--- src/rtl/keypress_pkg.sv ---
// Shared definitions for the keypress command block: FSM state encoding
// and the default debounce length.
package keypress_pkg;

    // Default number of stable synchronized samples needed to accept a press/release
    localparam int DEBOUNCE_CYCLES_DEFAULT = 16;

    // Debounce FSM states
    typedef enum logic [1:0] {
        IDLE         = 2'd0,
        PRESS_WAIT   = 2'd1,
        PRESSED      = 2'd2,
        RELEASE_WAIT = 2'd3
    } state_t;

endpackage

--- src/rtl/keypress_cmd_if.sv ---
// Bundle of raw pushbutton/switch levels and the registered command outputs.
interface keypress_cmd_if;
    logic       btn;
    logic       sw_check;
    logic       sw_mode;
    logic       sw_direction;
    logic [3:0] sw_value;
    logic       enable;
    logic       check;
    logic       mode;
    logic       direction;
    logic [3:0] value;

    // Side that drives the raw inputs and consumes the command
    modport master (
        output btn, sw_check, sw_mode, sw_direction, sw_value,
        input  enable, check, mode, direction, value
    );

    // Side implemented by keypress_cmd
    modport slave (
        input  btn, sw_check, sw_mode, sw_direction, sw_value,
        output enable, check, mode, direction, value
    );
endinterface

--- src/rtl/keypress_cmd_sync2.sv ---
// Parameterized-width two-flop synchronizer with synchronous active-high reset.
module sync2 #(
    parameter int WIDTH = 1
) (
    input  logic             clock,
    input  logic             reset,
    input  logic [WIDTH-1:0] d,
    output logic [WIDTH-1:0] q
);
    logic [WIDTH-1:0] meta_r;
    logic [WIDTH-1:0] q_r;

    // Two back-to-back flops to settle asynchronous levels into the clock domain
    always_ff @(posedge clock) begin
        if (reset) begin
            meta_r <= {WIDTH{1'b0}};
            q_r    <= {WIDTH{1'b0}};
        end else begin
            meta_r <= d;
            q_r    <= meta_r;
        end
    end

    assign q = q_r;
endmodule

--- src/rtl/keypress_cmd.sv ---
// Debounces a pushbutton and, on each accepted press, issues a one-cycle
// enable together with a snapshot of the slide switches.
module keypress_cmd
    import keypress_pkg::*;
#(
    // Legal range 2..65535
    parameter int DEBOUNCE_CYCLES = DEBOUNCE_CYCLES_DEFAULT
) (
    input  logic          clock,
    input  logic          reset,
    keypress_cmd_if.slave bus
);
    localparam logic [15:0] CNT_LAST = 16'(DEBOUNCE_CYCLES - 1);

    logic [7:0]  raw_s;
    logic [7:0]  sync_s;
    logic        btn_s;
    logic        sw_check_s;
    logic        sw_mode_s;
    logic        sw_direction_s;
    logic [3:0]  sw_value_s;

    state_t      state_r;
    state_t      state_next_s;
    logic [15:0] cnt_r;
    logic [15:0] cnt_next_s;
    logic        accept_s;

    logic        enable_r;
    logic        check_r;
    logic        mode_r;
    logic        direction_r;
    logic [3:0]  value_r;

    assign raw_s = {bus.btn, bus.sw_check, bus.sw_mode, bus.sw_direction, bus.sw_value};

    sync2 #(.WIDTH(8)) u_sync (
        .clock (clock),
        .reset (reset),
        .d     (raw_s),
        .q     (sync_s)
    );

    assign btn_s          = sync_s[7];
    assign sw_check_s     = sync_s[6];
    assign sw_mode_s      = sync_s[5];
    assign sw_direction_s = sync_s[4];
    assign sw_value_s     = sync_s[3:0];

    // Next-state, debounce counter and press-accept decode
    always_comb begin
        state_next_s = state_r;
        cnt_next_s   = cnt_r;
        accept_s     = 1'b0;
        case (state_r)
            IDLE: begin
                if (btn_s) begin
                    state_next_s = PRESS_WAIT;
                    cnt_next_s   = 16'd0;
                end else begin
                    state_next_s = IDLE;
                end
            end
            PRESS_WAIT: begin
                if (!btn_s) begin
                    state_next_s = IDLE;
                end else if (cnt_r == CNT_LAST) begin
                    state_next_s = PRESSED;
                    accept_s     = 1'b1;
                end else begin
                    cnt_next_s   = cnt_r + 16'd1;
                end
            end
            PRESSED: begin
                if (!btn_s) begin
                    state_next_s = RELEASE_WAIT;
                    cnt_next_s   = 16'd0;
                end else begin
                    state_next_s = PRESSED;
                end
            end
            RELEASE_WAIT: begin
                if (btn_s) begin
                    // Release bounce: back to held, no new command
                    state_next_s = PRESSED;
                end else if (cnt_r == CNT_LAST) begin
                    state_next_s = IDLE;
                end else begin
                    cnt_next_s   = cnt_r + 16'd1;
                end
            end
            default: begin
                state_next_s = IDLE;
                cnt_next_s   = 16'd0;
            end
        endcase
    end

    // State and debounce counter registers
    always_ff @(posedge clock) begin
        if (reset) begin
            state_r <= IDLE;
            cnt_r   <= 16'd0;
        end else begin
            state_r <= state_next_s;
            cnt_r   <= cnt_next_s;
        end
    end

    // Command pulse and switch snapshot, loaded together on an accepted press
    always_ff @(posedge clock) begin
        if (reset) begin
            enable_r    <= 1'b0;
            check_r     <= 1'b0;
            mode_r      <= 1'b0;
            direction_r <= 1'b0;
            value_r     <= 4'h0;
        end else begin
            enable_r <= accept_s;
            if (accept_s) begin
                check_r     <= sw_check_s;
                mode_r      <= sw_mode_s;
                direction_r <= sw_direction_s;
                value_r     <= sw_value_s;
            end
        end
    end

    assign bus.enable    = enable_r;
    assign bus.check     = check_r;
    assign bus.mode      = mode_r;
    assign bus.direction = direction_r;
    assign bus.value     = value_r;
endmodule

--- src/flat_wrapper.sv ---
// flat-port wrapper written by rule: the top's interface ports become plain ports
module keypress_cmd_flat import keypress_pkg::*;
#(
                           
    parameter int DEBOUNCE_CYCLES = DEBOUNCE_CYCLES_DEFAULT
)
  (clock, reset, bus_btn, bus_sw_check, bus_sw_mode, bus_sw_direction, bus_sw_value, bus_enable, bus_check, bus_mode, bus_direction, bus_value);
  keypress_cmd_if bus_i ();
  input  logic clock;
  input  logic reset;
  input wire logic [$bits(bus_i.btn)-1:0] bus_btn;
  input wire logic [$bits(bus_i.sw_check)-1:0] bus_sw_check;
  input wire logic [$bits(bus_i.sw_mode)-1:0] bus_sw_mode;
  input wire logic [$bits(bus_i.sw_direction)-1:0] bus_sw_direction;
  input wire logic [$bits(bus_i.sw_value)-1:0] bus_sw_value;
  output wire logic [$bits(bus_i.enable)-1:0] bus_enable;
  output wire logic [$bits(bus_i.check)-1:0] bus_check;
  output wire logic [$bits(bus_i.mode)-1:0] bus_mode;
  output wire logic [$bits(bus_i.direction)-1:0] bus_direction;
  output wire logic [$bits(bus_i.value)-1:0] bus_value;
  assign bus_i.btn = bus_btn;
  assign bus_i.sw_check = bus_sw_check;
  assign bus_i.sw_mode = bus_sw_mode;
  assign bus_i.sw_direction = bus_sw_direction;
  assign bus_i.sw_value = bus_sw_value;
  assign bus_enable = bus_i.enable;
  assign bus_check = bus_i.check;
  assign bus_mode = bus_i.mode;
  assign bus_direction = bus_i.direction;
  assign bus_value = bus_i.value;
  keypress_cmd #(.DEBOUNCE_CYCLES(DEBOUNCE_CYCLES)) u_core (.clock(clock), .reset(reset), .bus(bus_i));
endmodule
--- config.mk ---
export PLATFORM = sky130hd
export DESIGN_NAME = keypress_cmd_flat
export DESIGN_NICKNAME = d
export VERILOG_FILES = /design/src/rtl/keypress_pkg.sv /design/src/rtl/keypress_cmd_if.sv /design/src/rtl/keypress_cmd_sync2.sv /design/src/rtl/keypress_cmd.sv /design/src/flat_wrapper.sv
export SDC_FILE = /design/constraint.sdc
export NUM_CORES = 1
export LEC_CHECK = 0
export CAP_MARGIN = 10
export CORE_MARGIN = 5
export CORE_UTILIZATION = 45
export CTS_CLUSTER_DIAMETER = 100
export CTS_CLUSTER_SIZE = 20
export DETAILED_ROUTE_END_ITERATION = 12
export PLACE_DENSITY = 0.66
export SYNTH_ARGS = -nofsm -noshare
export SYNTH_HDL_FRONTEND = slang
export SYNTH_HIERARCHICAL = 1
export SYNTH_SLANG_ARGS = --single-unit
export TNS_END_PERCENT = 30
--- constraint.sdc ---
create_clock -name clock -period 2.5 [get_ports clock]
set_input_delay 0.5 -clock clock [delete_from_list [all_inputs] [get_ports clock]]
set_output_delay 0.5 -clock clock [all_outputs]
set_load 0.05 [all_outputs]
==> impl_metrics.toml <==
[drt]
route.detailed.drc = 0
vias = 1446
first_iter_violations = 101
detail_route.wl_per_cell_um = 13.6
firstDrtPassIters = 4
ant_nets = 0
vias_per_cell = 5.58
finalWirelength_um = 3530

[placement]
place_ws_ns = 0.536
port_buffers = 17
dp_cells = 251
gp_congestion = 0.836
hpwl_um = 2580

[sta]
fin_ws_ns = 0.519
whs_ns = 0.449
layout_min_cycle_time_ns = 1.98
max_slew_margin = 0.498
rsz0062_at_grt = "no"
report.final.setup_viol = 0
finalHoldViolCount = 0
fin_crit_sh = 0.792
finalClockSkew_ns = 0.00328
slew_violations = 0
worstMarginPinSlew_ns = 0.748
setup_tns_ns = 0
fmax_mhz = 505

[power]
p_per_area_nw_per_um2 = 559
total_power_w = 0.00116
peakVddDrop_mv = 0.303
p_leak_nw = 0.683

[global_route]
grt_max_degree = 29
grt_pass1_vias = 1368
grt_pass1_wl_um = 6040
grt_use_total = 0.145
antenna_found_initial = 0
overflow = 0

[floorplanning]
fp.dieW_um = 72.1
initial_core_util = 0.471
fp-row-count = 22
ios = 18
core-area_sq_um = 3690
die_area_sq_um = 5200
dieHeight_um = 72.1

[synthesis]
synth_compound_area_frac = 0.117
synthCells = 186
synth_nets = 197
ys_seq_elements = 42
syn_area_per_cell_sq_um = 9.34
muxShareOfSynthArea = 0.0173
ys_seq_area_frac = 0.484
async_reset_ff_frac = 0
synth.most_common_cell = "dfxtp_1"
yosys.area_share.simple = 0.327
yosys.area_share.adder = 0.00720
netlist_area_sq_um = 1740
synth_area_leaders = "dfxtp_1, a21oi_1, nand3_1"
synth_xor_area_frac = 0.0252
ys_top_cells_by_count = "dfxtp_1, a21oi_1, nand3_1"
yosys.cell_types.count = 37
synth_edf_count = 0
ys.flop_type = "dfxtp_1"
synth_top_cell_area_share = 0.484
synth_top_area_cell = "dfxtp_1"
ys_warn_count = 6
synth_top_family_by_area = "simple AND/OR/NAND/NOR gates"

[min_path]
hold_path_depth = 1
hold_path_end = "u_core/u_sync/q[3]"
min-delay-path-class = "reg -> reg"
worstHoldStart = "u_core/u_sync/meta_r[3]"

[finish]
finalNonFillerCells = 259
syn2layout_area_growth_pct = 19.7
diodes = 0
drive_gt1_frac = 0.137
nNetsFinal = 221

[worst_setup_path]
reg2reg_slack_ns = 0.52
worstPathMaxFanout = 6
max_stage_delay_ns = 0.50
crit_path_end_kind = "flop"
critPathSlowestCell = "or4_1"
worst-path-buf-inv = 0
critPathKind = "reg -> reg"
worst-r2r-cell-count = 5
start_kind = "flop"
cp_cell_sequence = "ha_1 > nand3_1 > or3_4 > or4_1 > a21oi_1"
reg2reg_to = "u_core/cnt_r[14]"
crit_family = "simple AND/OR/NAND/NOR gates"
r2r_start = "u_core/cnt_r[0]"
crit_arrival_ns = 2.20
crit_required_ns = 2.72

[clock_tree]
cts-buffers-inserted = 5
hold_buffers = 0
clock-sinks = 42
htree_levels = 2
post_cts_buffers = 0
clock_latency_ns = 0.29
cts_tree = "built"
clock_path_buffers = 2
ctsResizeCount = 0
cts.clk_slew.worst_paths_ns = 0.08
root_buffer = "clkbuf_8"

[flow_run]
maxCapViolations = 0

[status]
status = "finished clean"
area by class of cell:
class | instances | area (sq um)
Multi-Input combinational cell | 137 | 858
Clock inverter | 3 | 21.3
Clock buffer | 5 | 68.8
Tap cell | 48 | 60.1
Fill cell | 324 | 1610
Inverter | 1 | 3.75
Sequential cell | 42 | 841
Timing Repair Buffer | 23 | 228
worst register-to-register path: stages, from the launching register on:
cell,delay (ns)
dfxtp_1,0.40
ha_1,0.24
nand3_1,0.18
or3_4,0.44
or4_1,0.50
a21oi_1,0.15
power breakdown:
part           leakage [nW]  internal, W  switching, W
Combinational         0.297    0.0000295     0.0000249
Clock                0.0441     0.000196      0.000228
Sequential            0.342     0.000681    0.00000424
flip-flops by register name (all words and copies together) (netlist names), named ones only:
register	flops
u_core/bus.check	1
u_core/bus.direction	1
u_core/bus.enable	1
u_core/bus.mode	1
u_core/bus.value	4
u_core/cnt_r	16
u_core/state_r	1
u_core/u_sync/meta_r	8
u_core/u_sync/q	8
stage by stage:
step / area (sq um) / utilization
5_1_grt: 2080 / 0.564
3_5_place_dp: 1990 / 0.540
2_1_floorplan: 1740 / -
3_3_place_gp: 1990 / 0.540
4_1_cts: 2080 / 0.564
6_report: 2080 / 0.564
cell usage in the layout (no fill, tap or decap), types with 2 or more instances in the layout:
cell / netlist / layout
a21oi_1: 17 / 17
mux2i_1: 3 / 3
nor2b_1: 3 / 3
a21o_1: 2 / 2
nand2b_1: 5 / 5
o31ai_1: 3 / 3
nand4_1: 9 / 9
or4_1: 3 / 3
o21ai_0: 11 / 11
and2b_2: 6 / 6
xnor2_1: 3 / 3
nor2_1: 7 / 7
clkbuf_8: 0 / 5
nor4_1: 9 / 9
nand3b_1: 2 / 2
clkdlybuf4s50_1: 0 / 17
buf_4: 1 / 5
nand2_1: 12 / 12
or3_1: 3 / 3
nor2b_2: 7 / 7
nor3_1: 2 / 2
xor2_1: 2 / 2
dfxtp_1: 42 / 42
and4_1: 5 / 5
nand3_1: 14 / 14
worst max path at each step:
| stage | cells after the start | to | start |
|---|---|---|---|
| floorplan | 5 | u_core/cnt_r[14] | u_core/cnt_r[0] |
| global placement | 5 | u_core/cnt_r[14] | u_core/cnt_r[0] |
| detailed placement | 5 | u_core/cnt_r[14] | u_core/cnt_r[0] |
| CTS | 5 | u_core/cnt_r[14] | u_core/cnt_r[0] |
| global route | 5 | u_core/cnt_r[14] | u_core/cnt_r[0] |
| finish | 5 | u_core/cnt_r[14] | u_core/cnt_r[0] |
metal layers:
metal,vias to the layer above,GRT usage,share of wire
met1,682,0.191,0.48
met4,0,0.0418,0.0037
met5,-,0,0
met2,32,0.230,0.47
li1,730,-,-
met3,2,0.0443,0.044
cells by family after synthesis:
| family | Yosys count |
|---|---|
| flops | 42 |
| buf+inv | 7 |
| mux | 3 |
| xor+xnor | 5 |
| simple gates | 92 |
| compound gates | 36 |
| fa+ha+maj | 1 |
No activity file was read; power rests on OpenSTA's default activity.
